$ cat src/rtl/tinyml_cam_awb_pkg.sv
// Shared types, gain constants and helpers for the camera auto-white-balance controller.
package tinyml_cam_awb_pkg;

  typedef enum logic [1:0] {
    ST_IDLE   = 2'd0,
    ST_ACCUM  = 2'd1,
    ST_EVAL   = 2'd2,
    ST_UPDATE = 2'd3
  } awb_state_e;

  localparam logic [2:0] GAIN_UNITY = 3'd4;
  localparam logic [2:0] GAIN_MIN   = 3'd1;
  localparam logic [2:0] GAIN_MAX   = 3'd7;

  // Accumulator width: a full frame of one channel-pair plus one bit for the doubled green count.
  function automatic int acc_w(input int p_depth, input int width, input int height);
    return p_depth + $clog2(width * height / 4) + 1;
  endfunction

  // One gain step toward green, always landing inside [GAIN_MIN, GAIN_MAX].
  function automatic logic [2:0] step_gain(input logic [2:0] code, input logic dec, input logic inc);
    logic [2:0] res;
    if (dec) begin
      res = (code > GAIN_MIN) ? code - 3'd1 : GAIN_MIN;
    end else if (inc) begin
      res = (code < GAIN_MAX) ? code + 3'd1 : GAIN_MAX;
    end else begin
      res = (code < GAIN_MIN) ? GAIN_MIN : code;
    end
    return res;
  endfunction

endpackage

$ cat src/rtl/tinyml_cam_awb_stats.sv
// Per-frame Bayer statistics: line parity, beat/line counters and R/G/B accumulators.
module tinyml_cam_awb_stats
  import tinyml_cam_awb_pkg::*;
#(
  parameter int P_DEPTH      = 10,
  parameter int FRAME_WIDTH  = 640,
  parameter int FRAME_HEIGHT = 480,
  parameter int ACC_W        = acc_w(P_DEPTH, FRAME_WIDTH, FRAME_HEIGHT),
  parameter int LINE_W       = $clog2(FRAME_HEIGHT + 1) + 1
) (
  input  logic                   i_pclk,
  input  logic                   i_arst,
  input  logic                   i_clear,
  input  logic                   i_beat_en,
  input  logic [4*P_DEPTH-1:0]   i_data,
  output logic [ACC_W-1:0]       o_r_sum,
  output logic [ACC_W-1:0]       o_g_sum,
  output logic [ACC_W-1:0]       o_b_sum,
  output logic [LINE_W-1:0]      o_line_cnt,
  output logic                   o_partial
);

  localparam int BEATS  = FRAME_WIDTH / 4;
  localparam int BEAT_W = $clog2(BEATS + 1);
  localparam logic [BEAT_W-1:0] BEAT_LAST = BEAT_W'(BEATS - 1);

  logic [ACC_W-1:0]  r_sum_r, g_sum_r, b_sum_r;
  logic [ACC_W-1:0]  r_sum_s, g_sum_s, b_sum_s;
  logic [ACC_W-1:0]  r_base_s, g_base_s, b_base_s;
  logic [ACC_W-1:0]  pair_even_s, pair_odd_s;
  logic [BEAT_W-1:0] beat_r, beat_s, beat_base_s;
  logic [LINE_W-1:0] line_r, line_s, line_base_s;
  logic              par_r, par_s, par_base_s;

  // Even columns (pix0/pix2) are R or G, odd columns (pix1/pix3) are G or B depending on parity.
  assign pair_even_s = ACC_W'(i_data[P_DEPTH-1:0])         + ACC_W'(i_data[3*P_DEPTH-1:2*P_DEPTH]);
  assign pair_odd_s  = ACC_W'(i_data[2*P_DEPTH-1:P_DEPTH]) + ACC_W'(i_data[4*P_DEPTH-1:3*P_DEPTH]);

  // Next-state for counters and sums; a clear coinciding with a beat restarts from that beat.
  always_comb begin
    r_base_s    = i_clear ? '0 : r_sum_r;
    g_base_s    = i_clear ? '0 : g_sum_r;
    b_base_s    = i_clear ? '0 : b_sum_r;
    beat_base_s = i_clear ? '0 : beat_r;
    line_base_s = i_clear ? '0 : line_r;
    par_base_s  = i_clear ? 1'b0 : par_r;
    r_sum_s = r_base_s;
    g_sum_s = g_base_s;
    b_sum_s = b_base_s;
    beat_s  = beat_base_s;
    line_s  = line_base_s;
    par_s   = par_base_s;
    if (i_beat_en) begin
      if (!par_base_s) begin
        r_sum_s = r_base_s + pair_even_s;
        g_sum_s = g_base_s + pair_odd_s;
      end else begin
        b_sum_s = b_base_s + pair_odd_s;
        g_sum_s = g_base_s + pair_even_s;
      end
      if (beat_base_s == BEAT_LAST) begin
        beat_s = '0;
        par_s  = ~par_base_s;
        // Saturate so an over-long frame can never wrap back to a valid count.
        line_s = (line_base_s == {LINE_W{1'b1}}) ? line_base_s : line_base_s + LINE_W'(1);
      end else begin
        beat_s = beat_base_s + BEAT_W'(1);
      end
    end else begin
      beat_s = beat_base_s;
    end
  end

  // Statistics registers.
  always_ff @(posedge i_pclk or posedge i_arst) begin
    if (i_arst) begin
      r_sum_r <= '0;
      g_sum_r <= '0;
      b_sum_r <= '0;
      beat_r  <= '0;
      line_r  <= '0;
      par_r   <= 1'b0;
    end else begin
      r_sum_r <= r_sum_s;
      g_sum_r <= g_sum_s;
      b_sum_r <= b_sum_s;
      beat_r  <= beat_s;
      line_r  <= line_s;
      par_r   <= par_s;
    end
  end

  assign o_r_sum    = r_sum_r;
  assign o_g_sum    = g_sum_r;
  assign o_b_sum    = b_sum_r;
  assign o_line_cnt = line_r;
  assign o_partial  = (beat_r != '0);

endmodule

$ cat src/rtl/tinyml_cam_awb_ctrl.sv
// Closed-loop auto-white-balance controller: frame FSM, deadband comparators and gain registers.
// Optional manual override ports are enabled by defining TINYML_AWB_MANUAL_EN.
module tinyml_cam_awb_ctrl
  import tinyml_cam_awb_pkg::*;
#(
  parameter int P_DEPTH        = 10,
  parameter int PW             = P_DEPTH * 4,
  parameter int FRAME_WIDTH    = 640,
  parameter int FRAME_HEIGHT   = 480,
  parameter int DEADBAND_SHIFT = 4,
  parameter int UPDATE_FRAMES  = 2
) (
  input  logic          i_pclk,
  input  logic          i_arst,
  input  logic          i_vs,
  input  logic          i_valid,
  input  logic [PW-1:0] i_data,
  input  logic          i_awb_en,
  input  logic [2:0]    i_green_gain,
`ifdef TINYML_AWB_MANUAL_EN
  input  logic          i_manual,
  input  logic [2:0]    i_manual_red_gain,
  input  logic [2:0]    i_manual_green_gain,
  input  logic [2:0]    i_manual_blue_gain,
`endif
  output logic [2:0]    o_red_gain,
  output logic [2:0]    o_green_gain,
  output logic [2:0]    o_blue_gain,
  output logic          o_update,
  output logic          o_frame_drop
);

  localparam int ACC_W  = acc_w(P_DEPTH, FRAME_WIDTH, FRAME_HEIGHT);
  localparam int LINE_W = $clog2(FRAME_HEIGHT + 1) + 1;
  localparam int FCNT_W = $clog2(UPDATE_FRAMES + 1);

  awb_state_e        state_r, state_s;
  logic              vs_d_r, vs_fall_s, vs_rise_s;
  logic              clear_s, beat_en_s, frame_ok_s, drop_s, upd_s;
  logic [FCNT_W-1:0] fcnt_r, fcnt_s;
  logic [FCNT_W:0]   fcnt_inc_s;
  logic [ACC_W-1:0]  r_sum_s, g_sum_s, b_sum_s, g_ref_s, tol_s, thr_lo_s;
  logic [ACC_W:0]    thr_hi_s;
  logic [LINE_W-1:0] line_cnt_s;
  logic              partial_s;
  logic [2:0]        red_r, green_r, blue_r, red_s, green_s, blue_s;
  logic              upd_r, drop_r;
  logic              manual_s;
  logic [2:0]        man_red_s, man_green_s, man_blue_s;

`ifdef TINYML_AWB_MANUAL_EN
  assign manual_s    = i_manual;
  assign man_red_s   = i_manual_red_gain;
  assign man_green_s = i_manual_green_gain;
  assign man_blue_s  = i_manual_blue_gain;
`else
  assign manual_s    = 1'b0;
  assign man_red_s   = GAIN_UNITY;
  assign man_green_s = GAIN_UNITY;
  assign man_blue_s  = GAIN_UNITY;
`endif

  assign vs_fall_s  = vs_d_r & ~i_vs;
  assign vs_rise_s  = ~vs_d_r & i_vs;
  assign clear_s    = vs_fall_s & ((state_r == ST_IDLE) | (state_r == ST_ACCUM));
  assign beat_en_s  = i_valid & ~i_vs & ((state_r == ST_ACCUM) | clear_s);
  assign frame_ok_s = (line_cnt_s == LINE_W'(FRAME_HEIGHT)) & ~partial_s;
  assign fcnt_inc_s = {1'b0, fcnt_r} + (FCNT_W + 1)'(1);

  tinyml_cam_awb_stats #(
    .P_DEPTH      (P_DEPTH),
    .FRAME_WIDTH  (FRAME_WIDTH),
    .FRAME_HEIGHT (FRAME_HEIGHT),
    .ACC_W        (ACC_W),
    .LINE_W       (LINE_W)
  ) u_stats (
    .i_pclk     (i_pclk),
    .i_arst     (i_arst),
    .i_clear    (clear_s),
    .i_beat_en  (beat_en_s),
    .i_data     (i_data),
    .o_r_sum    (r_sum_s),
    .o_g_sum    (g_sum_s),
    .o_b_sum    (b_sum_s),
    .o_line_cnt (line_cnt_s),
    .o_partial  (partial_s)
  );

  // Green sum holds twice as many pixels as R or B, so halve it before comparing.
  assign g_ref_s  = g_sum_s >> 1;
  assign tol_s    = g_ref_s >> DEADBAND_SHIFT;
  assign thr_hi_s = {1'b0, g_ref_s} + {1'b0, tol_s};
  assign thr_lo_s = g_ref_s - tol_s;

  // Frame FSM next-state, frame counter and drop decision.
  always_comb begin
    state_s = state_r;
    fcnt_s  = fcnt_r;
    drop_s  = 1'b0;
    case (state_r)
      ST_IDLE: begin
        if (vs_fall_s) state_s = ST_ACCUM;
        else           state_s = ST_IDLE;
      end
      ST_ACCUM: begin
        if (vs_fall_s)      state_s = ST_ACCUM;
        else if (vs_rise_s) state_s = ST_EVAL;
        else                state_s = ST_ACCUM;
      end
      ST_EVAL: begin
        if (!frame_ok_s) begin
          drop_s  = 1'b1;
          state_s = ST_IDLE;
        end else if (fcnt_inc_s >= (FCNT_W + 1)'(UPDATE_FRAMES)) begin
          fcnt_s  = fcnt_inc_s[FCNT_W-1:0];
          state_s = ST_UPDATE;
        end else begin
          fcnt_s  = fcnt_inc_s[FCNT_W-1:0];
          state_s = ST_IDLE;
        end
      end
      ST_UPDATE: begin
        fcnt_s  = '0;
        state_s = ST_IDLE;
      end
      default: begin
        fcnt_s  = '0;
        state_s = ST_IDLE;
      end
    endcase
  end

  // Gain next-values: manual override wins, otherwise step only in UPDATE with the loop enabled.
  always_comb begin
    red_s   = red_r;
    green_s = green_r;
    blue_s  = blue_r;
    upd_s   = 1'b0;
    if (manual_s) begin
      red_s   = man_red_s;
      green_s = man_green_s;
      blue_s  = man_blue_s;
    end else if ((state_r == ST_UPDATE) && i_awb_en) begin
      red_s   = step_gain(red_r, {1'b0, r_sum_s} > thr_hi_s, r_sum_s < thr_lo_s);
      blue_s  = step_gain(blue_r, {1'b0, b_sum_s} > thr_hi_s, b_sum_s < thr_lo_s);
      green_s = i_green_gain;
      upd_s   = 1'b1;
    end else begin
      upd_s   = 1'b0;
    end
  end

  // Control and output registers.
  always_ff @(posedge i_pclk or posedge i_arst) begin
    if (i_arst) begin
      state_r <= ST_IDLE;
      vs_d_r  <= 1'b0;
      fcnt_r  <= '0;
      red_r   <= GAIN_UNITY;
      green_r <= GAIN_UNITY;
      blue_r  <= GAIN_UNITY;
      upd_r   <= 1'b0;
      drop_r  <= 1'b0;
    end else begin
      state_r <= state_s;
      vs_d_r  <= i_vs;
      fcnt_r  <= fcnt_s;
      red_r   <= red_s;
      green_r <= green_s;
      blue_r  <= blue_s;
      upd_r   <= upd_s;
      drop_r  <= drop_s;
    end
  end

  assign o_red_gain   = red_r;
  assign o_green_gain = green_r;
  assign o_blue_gain  = blue_r;
  assign o_update     = upd_r;
  assign o_frame_drop = drop_r;

endmodule

$ cat config.mk
export PLATFORM = sky130hd
export DESIGN_NAME = tinyml_cam_awb_ctrl
export DESIGN_NICKNAME = d
export VERILOG_FILES = /design/src/rtl/tinyml_cam_awb_pkg.sv /design/src/rtl/tinyml_cam_awb_stats.sv /design/src/rtl/tinyml_cam_awb_ctrl.sv
export SDC_FILE = /design/constraint.sdc
export NUM_CORES = 1
export LEC_CHECK = 0
export BUFFER_PORTS_ARGS = -buffer_cell sky130_fd_sc_hd__buf_4
export CORE_MARGIN = 2
export CORE_UTILIZATION = 61
export DETAILED_ROUTE_END_ITERATION = 8
export PLACE_DENSITY = 0.85
export SLEW_MARGIN = 30
export SYNTH_ARGS = -nofsm -noshare
export SYNTH_HDL_FRONTEND = slang
export SYNTH_HIERARCHICAL = 1
export SYNTH_SLANG_ARGS = --single-unit
$ cat constraint.sdc
create_clock -name i_pclk -period 11.05 [get_ports i_pclk]
set_clock_uncertainty 0.1 [all_clocks]
set_input_delay 1.6575 -clock i_pclk [delete_from_list [all_inputs] [get_ports i_pclk]]
set_output_delay 1.6575 -clock i_pclk [all_outputs]
set_load 0.05 [all_outputs]
==> flow_summary.toml, run 1 <==
[floorplan]
core_mm2 = 0.0220
rows = 54
ios = 59
die_x_um = 154
die_h_um = 154
initial_core_util = 0.625
die_area_mm2 = 0.0238

[timing]
setup_viol = 0
maxSlewViolCount = 0
fmax_mhz = 162
tightest_slew_ns = 0.897
period_minus_slack_ns = 6.19
timing.final.crit_share = 0.560
finalSetupTns_ns = 0
relSlewSlack = 0.402
hold_violations = 0
grt_setup_unrepaired = "false"

[global_routing]
grt_usage = 0.320
grt_max_degree = 60
grt-ovfl-total = 0
grt_first_pass_wirelength_um = 62200
antenna_found_initial = 0
grt_pass1_vias = 12620

[routing]
drt-initial-drc-count = 1136
drc_errors = 0
antenna_left = 0
drt_wl_total_um = 37700
detail_route.wl_per_cell_um = 19.1
vias = 12882
vias_per_cell = 6.53
firstDrtPassIters = 5

[synthesis]
synth-edff-count = 0
synth_seq_cells = 119
syn_area_mm2 = 0.0138
synth_nets = 1913
yosysSeqAreaShare = 0.216
avgSynthCellArea_um2 = 8.36
ys_dominant_reg_cell = "dfrtp_1"
ys.warnings.count = 6
ys_async_sr_fraction = 1.00
synth_cells = 1648
synth.distinct_cells = 91

[setup_path]
critPathLaunch = "u_stats/o_g_sum[5]"
path_max_fanout = 10
crit_required_ns = 11.28
critical_path_arrival_ns = 6.42
r2r_end = "o_blue_gain[0]"
r2r-start = "u_stats/o_g_sum[5]"
endpoint = "o_blue_gain[0]"
start_kind = "register"
criticalPathCategory = "register to register"
reg2reg_slack_ns = 4.86
reg2reg_depth = 27
critical_path.endpoint_type = "register"

[pwr]
intPower_w = 0.00169
clockPowerShare = 0.206
p_switching_w = 0.00147
power.density_mw_per_mm2 = 210
seq_power_share = 0.182
swShare = 0.465
irDropWorstVdd_v = 0.000154
p_leak_nw = 7.16
pwr-share-comb = 0.611

[final_layout]
drive_gt1_frac = 0.103
syn_to_final_growth_pct = 9.31
multi_input_area_mm2 = 0.0103
layout.nets = 1944
diodes = 0
num-fill-cells = 1731
fin_util = 0.684
register_area_mm2 = 0.00298

[clock_tree]
postCtsSetupBuffers = 0
cts.sinks = 119
clk_latency_ns = 0.45
cts_made_buffers = 17
tritoncts = "done"
cts_resized = 0
path_clk_slew_ns = 0.07
clock_tree.root_cell = "clkbuf_16"
cts_max_level = 4
clockBufferDepth = 2
ctsHoldBuffers = 0

[placed_design]
port_buffers = 58
hpwl_um = 28600
gp_congestion = 0.966

[run]
drv_cap = 0

[outcome]
outcome = "finished, final reports clean"

[worst_hold_path]
hold_depth = 2
hp-class = "register to register"
[metal layers]
metal	part of all wire	track usage	vias up	wire, um
li1	-	-	6078	-
met1	0.42	0.413	6129	15700
met2	0.47	0.526	555	17800
met3	0.076	0.0566	120	2860
met4	0.038	0.143	0	1430
met5	0	0	-	0
[cells in the mapped netlist (25+ instances only)]
cell	instances	area (um^2)
ha_1	210	2630
nor2_1	142	533
a21oi_1	131	656
dfrtp_1	116	2900
xnor2_1	103	902
nand2_1	102	383
inv_1	83	312
o21ai_0	77	385
nor2b_1	64	400
a21o_1	58	435
nand3_1	45	225
nand4_1	37	231
mux2_2	35	394
nor3_1	34	170
clkbuf_1	32	120
nor4_1	29	181
a211oi_1	25	188
[layout make-up]
| class | count | area share |
|---|---|---|
| clock inverter | 14 | 0.0156 |
| inverter | 86 | 0.0216 |
| sequential | 119 | 0.198 |
| clock buffer | 18 | 0.0285 |
| timing repair buffer | 64 | 0.0319 |
| multi-input combinational | 1391 | 0.681 |
| tap | 280 | 0.0233 |
[power groups by stage]
stage / Combinational, W / Sequential (W) / Clock [W]
after floorplan: 0.00139 / 0.000594 / 0
after global placement: 0.00180 / 0.000578 / 0
after detailed placement: 0.00187 / 0.000580 / 0
after CTS: 0.00189 / 0.000575 / 0.000654
after global routing: 0.00214 / 0.000587 / 0.000676
final: 0.00194 / 0.000577 / 0.000654
[cell usage in the layout, fill, tap and decap left out, types with 15 or more instances in the layout]
cell type and count:
ha_1 210, nor2_1 142, a21oi_1 131, dfrtp_1 116, xnor2_1 103, nand2_1 102
inv_1 82, o21ai_0 77, nor2b_1 64, buf_4 64, a21o_1 58, nand3_1 45
nand4_1 37, mux2_2 35, nor3_1 34, nor4_1 29, a211oi_1 25, nand2b_1 24
xor2_1 24, clkbuf_16 17, o21bai_1 16, o21a_1 15, or2_2 15
[how the worst min path moves through the flow]
stage / startpoint / end / slack [ns]
after global routing: o_green_gain[2] / o_green_gain[2] / 0.39
after global placement: o_green_gain[2] / o_green_gain[2] / 0.35
after floorplan: fcnt_r[0] / fcnt_r[0] / 0.35
after CTS: o_green_gain[2] / o_green_gain[2] / 0.37
final: o_green_gain[2] / o_green_gain[2] / 0.36
after detailed placement: o_green_gain[2] / o_green_gain[2] / 0.36
[critical path, stage by stage (launching register included)]
cell,delay [ns]
dfrtp_1,0.44
ha_1,0.20
inv_1,0.05
fa_1,0.41
a21o_1,0.18
a21oi_1,0.21
o21bai_1,0.12
a2111oi_0,0.56
nor3_1,0.13
o21a_1,0.23
o211ai_1,0.27
a31oi_1,0.23
a21o_1,0.23
a21oi_1,0.18
xnor2_1,0.15
ha_1,0.21
a21o_1,0.18
a21o_1,0.19
a21oi_1,0.16
nor2b_1,0.08
o21ai_0,0.16
nand2b_1,0.08
a21o_1,0.18
a211o_1,0.44
a21o_1,0.23
a21oi_1,0.14
o211ai_1,0.11
a32o_1,0.22
[through the flow]
step	power (W)	worst slack [ns]	hold WS, ns	area [um^2]	instances
floorplan	0.00198	5.77	0.352	13800	1648
global placement	0.00237	4.93	0.347	14400	1940
detailed placement	0.00245	4.98	0.359	14400	1940
CTS	0.00312	4.95	0.366	15100	1972
global route	0.00340	4.50	0.394	15100	1972
finish	0.00317	4.86	0.361	15100	1972
[cells by family (layout without fill, tap and decap cells)]
family / after synthesis / after routing / synth area share
buffers and inverters: 138 / 182 / 0.0403
adder cells (fa/ha/maj): 217 / 217 / 0.201
multiplexers: 46 / 46 / 0.0367
AND/OR/NAND/NOR: 564 / 564 / 0.213
XOR/XNOR: 130 / 130 / 0.0856
flip-flops: 119 / 119 / 0.216
AO/OA/AOI/OAI: 434 / 434 / 0.207
[state kept, by name (all words and copies together), names as in the netlist]
register	cells
u_stats/o_g_sum	28
u_stats/o_line_cnt	10
vs_d_r	1
u_stats/par_r	1
o_red_gain	3
o_update	1
fcnt_r	2
state_r	2
o_green_gain	3
o_frame_drop	1
o_blue_gain	3
u_stats/beat_r	8
u_stats/o_r_sum	28
u_stats/o_b_sum	28
Power figures use the tool's default switching activity.
==> run 2, diff against run 1 <==
clock period = 6.3 ns   (was 11.05 ns; I/O delays follow)
==> flow_summary.toml, run 2 (synthesis results as in run 1) <==
[outcome]
outcome = "finished, final reports clean"

[global_routing]
grt_usage = 0.319
antenna_found_initial = 0
grt_max_degree = 113
grt-ovfl-total = 0
grt_pass1_vias = 12174
grt_first_pass_wirelength_um = 61500

[clock_tree]
clock_tree.root_cell = "clkbuf_16"
ctsHoldBuffers = 0
clk_latency_ns = 0.45
cts_made_buffers = 17
cts_max_level = 4
path_clk_slew_ns = 0.07
clockBufferDepth = 2
cts.sinks = 119
tritoncts = "done"
postCtsSetupBuffers = 0

[timing]
finalSetupTns_ns = 0
hold_violations = 0
timing.final.crit_share = 0.925
relSlewSlack = 0.394
fmax_mhz = 172
fin_hold_ws_ns = 0.361
maxSlewViolCount = 0
period_minus_slack_ns = 5.83
setup_viol = 0
grt_setup_unrepaired = "false"
fin_ws_ns = 0.473
tightest_slew_ns = 0.902

[setup_path]
crit_required_ns = 6.54
start_kind = "register"
path_max_fanout = 10
critical_path.endpoint_type = "register"
criticalPathCategory = "register to register"
critical_path_arrival_ns = 6.06
reg2reg_slack_ns = 0.47

[placed_design]
gp_congestion = 0.961
port_buffers = 58
hpwl_um = 28900
dpl_worst_slack_ns = 0.422

[pwr]
power.density_mw_per_mm2 = 361
total_power_w = 0.00543
p_switching_w = 0.00261
clockPowerShare = 0.181
p_leak_nw = 7.15
swShare = 0.481
intPower_w = 0.00282
irDropWorstVdd_v = 0.000267
seq_power_share = 0.186
pwr-share-comb = 0.633

[final_layout]
final_cell_mix = "ha_1 (210), nor2_1 (142), a21oi_1 (131), dfrtp_1 (116), xnor2_1 (103)"
final_common_cell = "ha_1"
fin_util = 0.683
layout.nets = 1950
num-fill-cells = 1754
multi_input_area_mm2 = 0.0103
register_area_mm2 = 0.00298
drive_gt1_frac = 0.107
syn_to_final_growth_pct = 9.14
diodes = 0

[routing]
drc_errors = 0
vias_per_cell = 6.45
firstDrtPassIters = 6
drt-initial-drc-count = 1113
detail_route.wl_per_cell_um = 19.1
drt_wl_total_um = 37700
vias = 12749
antenna_left = 0

[floorplan]
initial_core_util = 0.625
rows = 54
die_area_mm2 = 0.0238
die_x_um = 154
die_h_um = 154
ios = 59
core_mm2 = 0.0220

[worst_hold_path]
hp-class = "register to register"

[run]
drv_cap = 0
[run 2: cell count changes in the layout (fill, tap and decap cells not counted)]
cell / change
inv_8: +4
clkbuf_1: -1
bufinv_16: -5
buf_4: +4
buf_12: +2
clkinvlp_4: +2
[run 2: what timing repair did]
action	in CTS	in global routing
setup endpoints to repair	0	4
gates resized for setup	0	2
hold endpoints to repair	0	0
[run 2: path summary, 6_finish.rpt]
kind	startpoint	end	depth (start not counted)
worst min register to register	o_green_gain[2]	o_green_gain[2]	2
worst max-delay path	u_stats/o_g_sum[5]	o_blue_gain[0]	27
worst max register to register	u_stats/o_g_sum[5]	o_blue_gain[0]	27
min in group asynchronous	i_arst	u_stats/o_g_sum[25]	2
worst min-delay path	o_green_gain[2]	o_green_gain[2]	2
max in group asynchronous	i_arst	u_stats/o_r_sum[6]	4
[run 2: stage by stage]
step	instance area, um^2	cells
final	15000	1978
after global routing	15000	1978
after detailed placement	14400	1945
after CTS	15000	1977
after floorplan	13800	1648
after global placement	14400	1945
[run 2: area by class of cell]
| class | instances | share of cell area |
|---|---|---|
| multi-input cells | 1391 | 0.682 |
| flip-flops and latches | 119 | 0.198 |
| repair buffers | 70 | 0.0366 |
| clock buffers | 17 | 0.0283 |
| well taps | 280 | 0.0233 |
| inverters | 86 | 0.0216 |
| clock inverters | 15 | 0.00965 |
[run 2: power by group through the flow]
stage / clock (W) / sequential [W] / combinational, W
after global routing: 0.00102 / 0.00103 / 0.00380
after floorplan: 0 / 0.00104 / 0.00244
after detailed placement: 0 / 0.00102 / 0.00333
after global placement: 0 / 0.00101 / 0.00321
final: 0.000984 / 0.00101 / 0.00344
after CTS: 0.000991 / 0.00101 / 0.00337
[run 2: critical path: stages (launching register included)]
cell       delay (ns)
dfrtp_1          0.44
ha_1             0.20
inv_1            0.06
fa_1             0.41
a21o_1           0.18
a21oi_1          0.24
o21bai_1         0.13
a2111oi_2        0.41
nor3_1           0.12
o21a_1           0.20
o211ai_1         0.22
a31oi_1          0.23
a21o_1           0.23
a21oi_1          0.20
xnor2_1          0.14
ha_1             0.20
a21o_1           0.17
a21o_1           0.17
a21oi_1          0.14
nor2b_1          0.05
o21ai_0          0.14
nand2b_1         0.07
a21o_1           0.17
a211o_1          0.42
a21o_1           0.22
a21oi_1          0.12
o211ai_1         0.11
a32o_1           0.22
[run 2: per-layer routing]
| metal | GRT usage | up-vias | share of wire |
|---|---|---|---|
| met5 | 0 | - | 0 |
| met4 | 0.121 | 0 | 0.032 |
| met3 | 0.0538 | 76 | 0.069 |
| met2 | 0.519 | 497 | 0.47 |
| met1 | 0.427 | 6094 | 0.43 |
| li1 | - | 6082 | - |
==> run 3, diff against run 2 <==
ABC_AREA = 1   (was unset)
==> flow_summary.toml, run 3 <==
[placed_design]
gp_congestion = 1.02
port_buffers = 58
hpwl_um = 34500

[timing]
setup_viol = 0
fmax_mhz = 212
relSlewSlack = 0.423
hold_violations = 0
tightest_slew_ns = 0.866
grt_setup_unrepaired = "false"
timing.final.crit_share = 0.749
maxSlewViolCount = 0
period_minus_slack_ns = 4.72
finalSetupTns_ns = 0

[global_routing]
antenna_found_initial = 0
grt_max_degree = 65
grt_first_pass_wirelength_um = 70600
grt_usage = 0.332
grt_pass1_vias = 14638
grt-ovfl-total = 0

[synthesis]
synthTopCellsByCount = "nand2_1 (657), inv_1 (347), ha_1 (210)"
yosysMostFrequentCell = "nand2_1"
synth_area_leaders = "dfrtp_1 (19%), ha_1 (17%), nand2_1 (16%), inv_1 (8.4%), nand3_1 (5.2%)"
synth.top_cell.area_share = 0.187
synth_seq_cells = 119
ys_async_sr_fraction = 1.00
ys_dominant_reg_cell = "dfrtp_1"
ys.warnings.count = 6
synth.distinct_cells = 60
synth_cells = 2350
avgSynthCellArea_um2 = 6.60
synth_nets = 2615
yosysTopAreaCell = "dfrtp_1"
synth-edff-count = 0
syn_area_mm2 = 0.0155
yosysSeqAreaShare = 0.192

[worst_hold_path]
hp-class = "register to register"
worstHoldStart = "o_green_gain[2]"

[setup_path]
path_buf_inv = 1
cp_slowest_stage_delay_ns = 0.43
cp_common_cell = "a21oi_1"
path_delay_family = "compound AO/OA/AOI/OAI gates"
worstPathCellList = "inv_1 > ha_1 > a21oi_1 > o21ai_0 > a21oi_1 > o21ai_1 > a21oi_1 > o21ai_1 > a21oi_1 > o21ai_1 > a21oi_1 > xor2_1 > ha_1 > a21oi_1 > nor2_1 > a211oi_1 > o221ai_1 > a21oi_1 > nand2_1 > a21oi_1 > nand2_1 > nand2_1 > nand2_1 > nand2_1"
path_max_fanout = 6
crit_required_ns = 6.57
criticalPathCategory = "register to register"
cp_slowest_cell = "dfrtp_1"
start_kind = "register"
critical_path.endpoint_type = "register"
critPathLaunch = "u_stats/o_g_sum[7]"
critical_path_arrival_ns = 4.99
r2r-start = "u_stats/o_g_sum[7]"

[clock_tree]
cts_made_buffers = 17
path_clk_slew_ns = 0.07
clk_latency_ns = 0.43
clock_tree.root_cell = "clkbuf_16"
cts_max_level = 4
cts.sinks = 119
clockBufferDepth = 2
postCtsSetupBuffers = 0
tritoncts = "done"
cts_resized = 0
ctsHoldBuffers = 0

[final_layout]
fin_util = 0.667
final_cell_mix = "nand2_1 (657), inv_1 (346), ha_1 (210), nor2_1 (205), nand3_1 (160)"
diodes = 0
final_common_cell = "nand2_1"
drive_gt1_frac = 0.102
syn_to_final_growth_pct = 7.74
layout.nets = 2653
register_area_mm2 = 0.00298
num-fill-cells = 2200
multi_input_area_mm2 = 0.0108

[pwr]
power.density_mw_per_mm2 = 285
irDropWorstVdd_v = 0.000172
p_leak_nw = 9.22

[routing]
antenna_left = 0
detail_route.wl_per_cell_um = 16.0
vias_per_cell = 5.71
drt-initial-drc-count = 1469
firstDrtPassIters = 8
vias = 15595
drt_wl_total_um = 43600
drc_errors = 0

[outcome]
outcome = "finished, final reports clean"

[floorplan]
die_h_um = 163
die_x_um = 163
core_mm2 = 0.0250
initial_core_util = 0.619
die_area_mm2 = 0.0267
rows = 58
ios = 59

[run]
drv_cap = 0
==> run 3: changes by cell type after synthesis, sizes merged, moves of 22 or more <==
cell    before  now
nor2b       64    0
nand2      102  689
nor4        30    8
a21o        59    4
xnor2      103   17
inv         84  366
nor2       143  254
nand3       45  173
clkbuf      32    8
nand4       38   63
xor2        24   73
nand2b      24    0
mux2        36    0
==> run 3: worst register-to-register path: stages, from the launching register on <==
cell and delay (ns):
dfrtp_1 0.43, inv_1 0.07, ha_1 0.41, a21oi_1 0.21, o21ai_0 0.09, a21oi_1 0.22, o21ai_1 0.15, a21oi_1 0.30
o21ai_1 0.16, a21oi_1 0.32, o21ai_1 0.17, a21oi_1 0.22, xor2_1 0.28, ha_1 0.31, a21oi_1 0.13, nor2_1 0.05
a211oi_1 0.17, o221ai_1 0.13, a21oi_1 0.22, nand2_1 0.13, a21oi_1 0.13, nand2_1 0.06, nand2_1 0.07, nand2_1 0.06
nand2_1 0.06
==> run 3: logic make-up after synthesis <==
family,after synthesis,share of synthesized area
DFF,119,0.192
xor gates and xnor gates,90,0.0508
AOI/OAI and AO/OA,258,0.0954
buffers and inverters,410,0.109
adders and majority gates,217,0.178
and+or+nand+nor,1256,0.374
==> run 3: final timing paths <==
path	to	slack, ns	cells past startpoint
worst max-delay path	o_blue_gain[2]	1.58	24
worst min-delay path	o_green_gain[2]	0.37	2
worst max register to register	o_blue_gain[2]	1.58	24
worst min register to register	o_green_gain[2]	0.37	2
max in group asynchronous	u_stats/o_b_sum[20]	4.32	3
min in group asynchronous	u_stats/o_line_cnt[2]	0.48	2
==> run 3: area by class of cell <==
| type | count | share of cell area |
|---|---|---|
| multi-input combinational | 1821 | 0.649 |
| sequential | 119 | 0.178 |
| inverter | 366 | 0.0827 |
| timing repair buffer | 63 | 0.0283 |
| clock buffer | 18 | 0.0257 |
| tap | 330 | 0.0247 |
| clock inverter | 14 | 0.0114 |
==> run 3: power by group <==
group	internal, W	switching, W	total [W]
sequential	0.000836	0.000111	0.000948
clock	0.000637	0.000435	0.00107
combinational	0.000952	0.00179	0.00275
==> run 3: stage by stage <==
step                cells  setup WS, ns  total power [W]  area, um^2  hold slack [ns]
floorplan            2350          2.42          0.00293       15500            0.377
global placement     2699          1.92          0.00350       16100            0.358
detailed placement   2699          1.77          0.00361       16100            0.359
CTS                  2731          1.73          0.00470       16700            0.370
global route         2731          1.05          0.00513       16700            0.411
finish               2731          1.58          0.00477       16700            0.370
==> run 3: per-layer routing <==
layer,vias up,GRT usage,wire [um]
li1,7693,-,-
met1,7143,0.448,18900
met2,657,0.531,19500
met3,102,0.0505,3510
met4,0,0.140,1720
met5,-,0,0
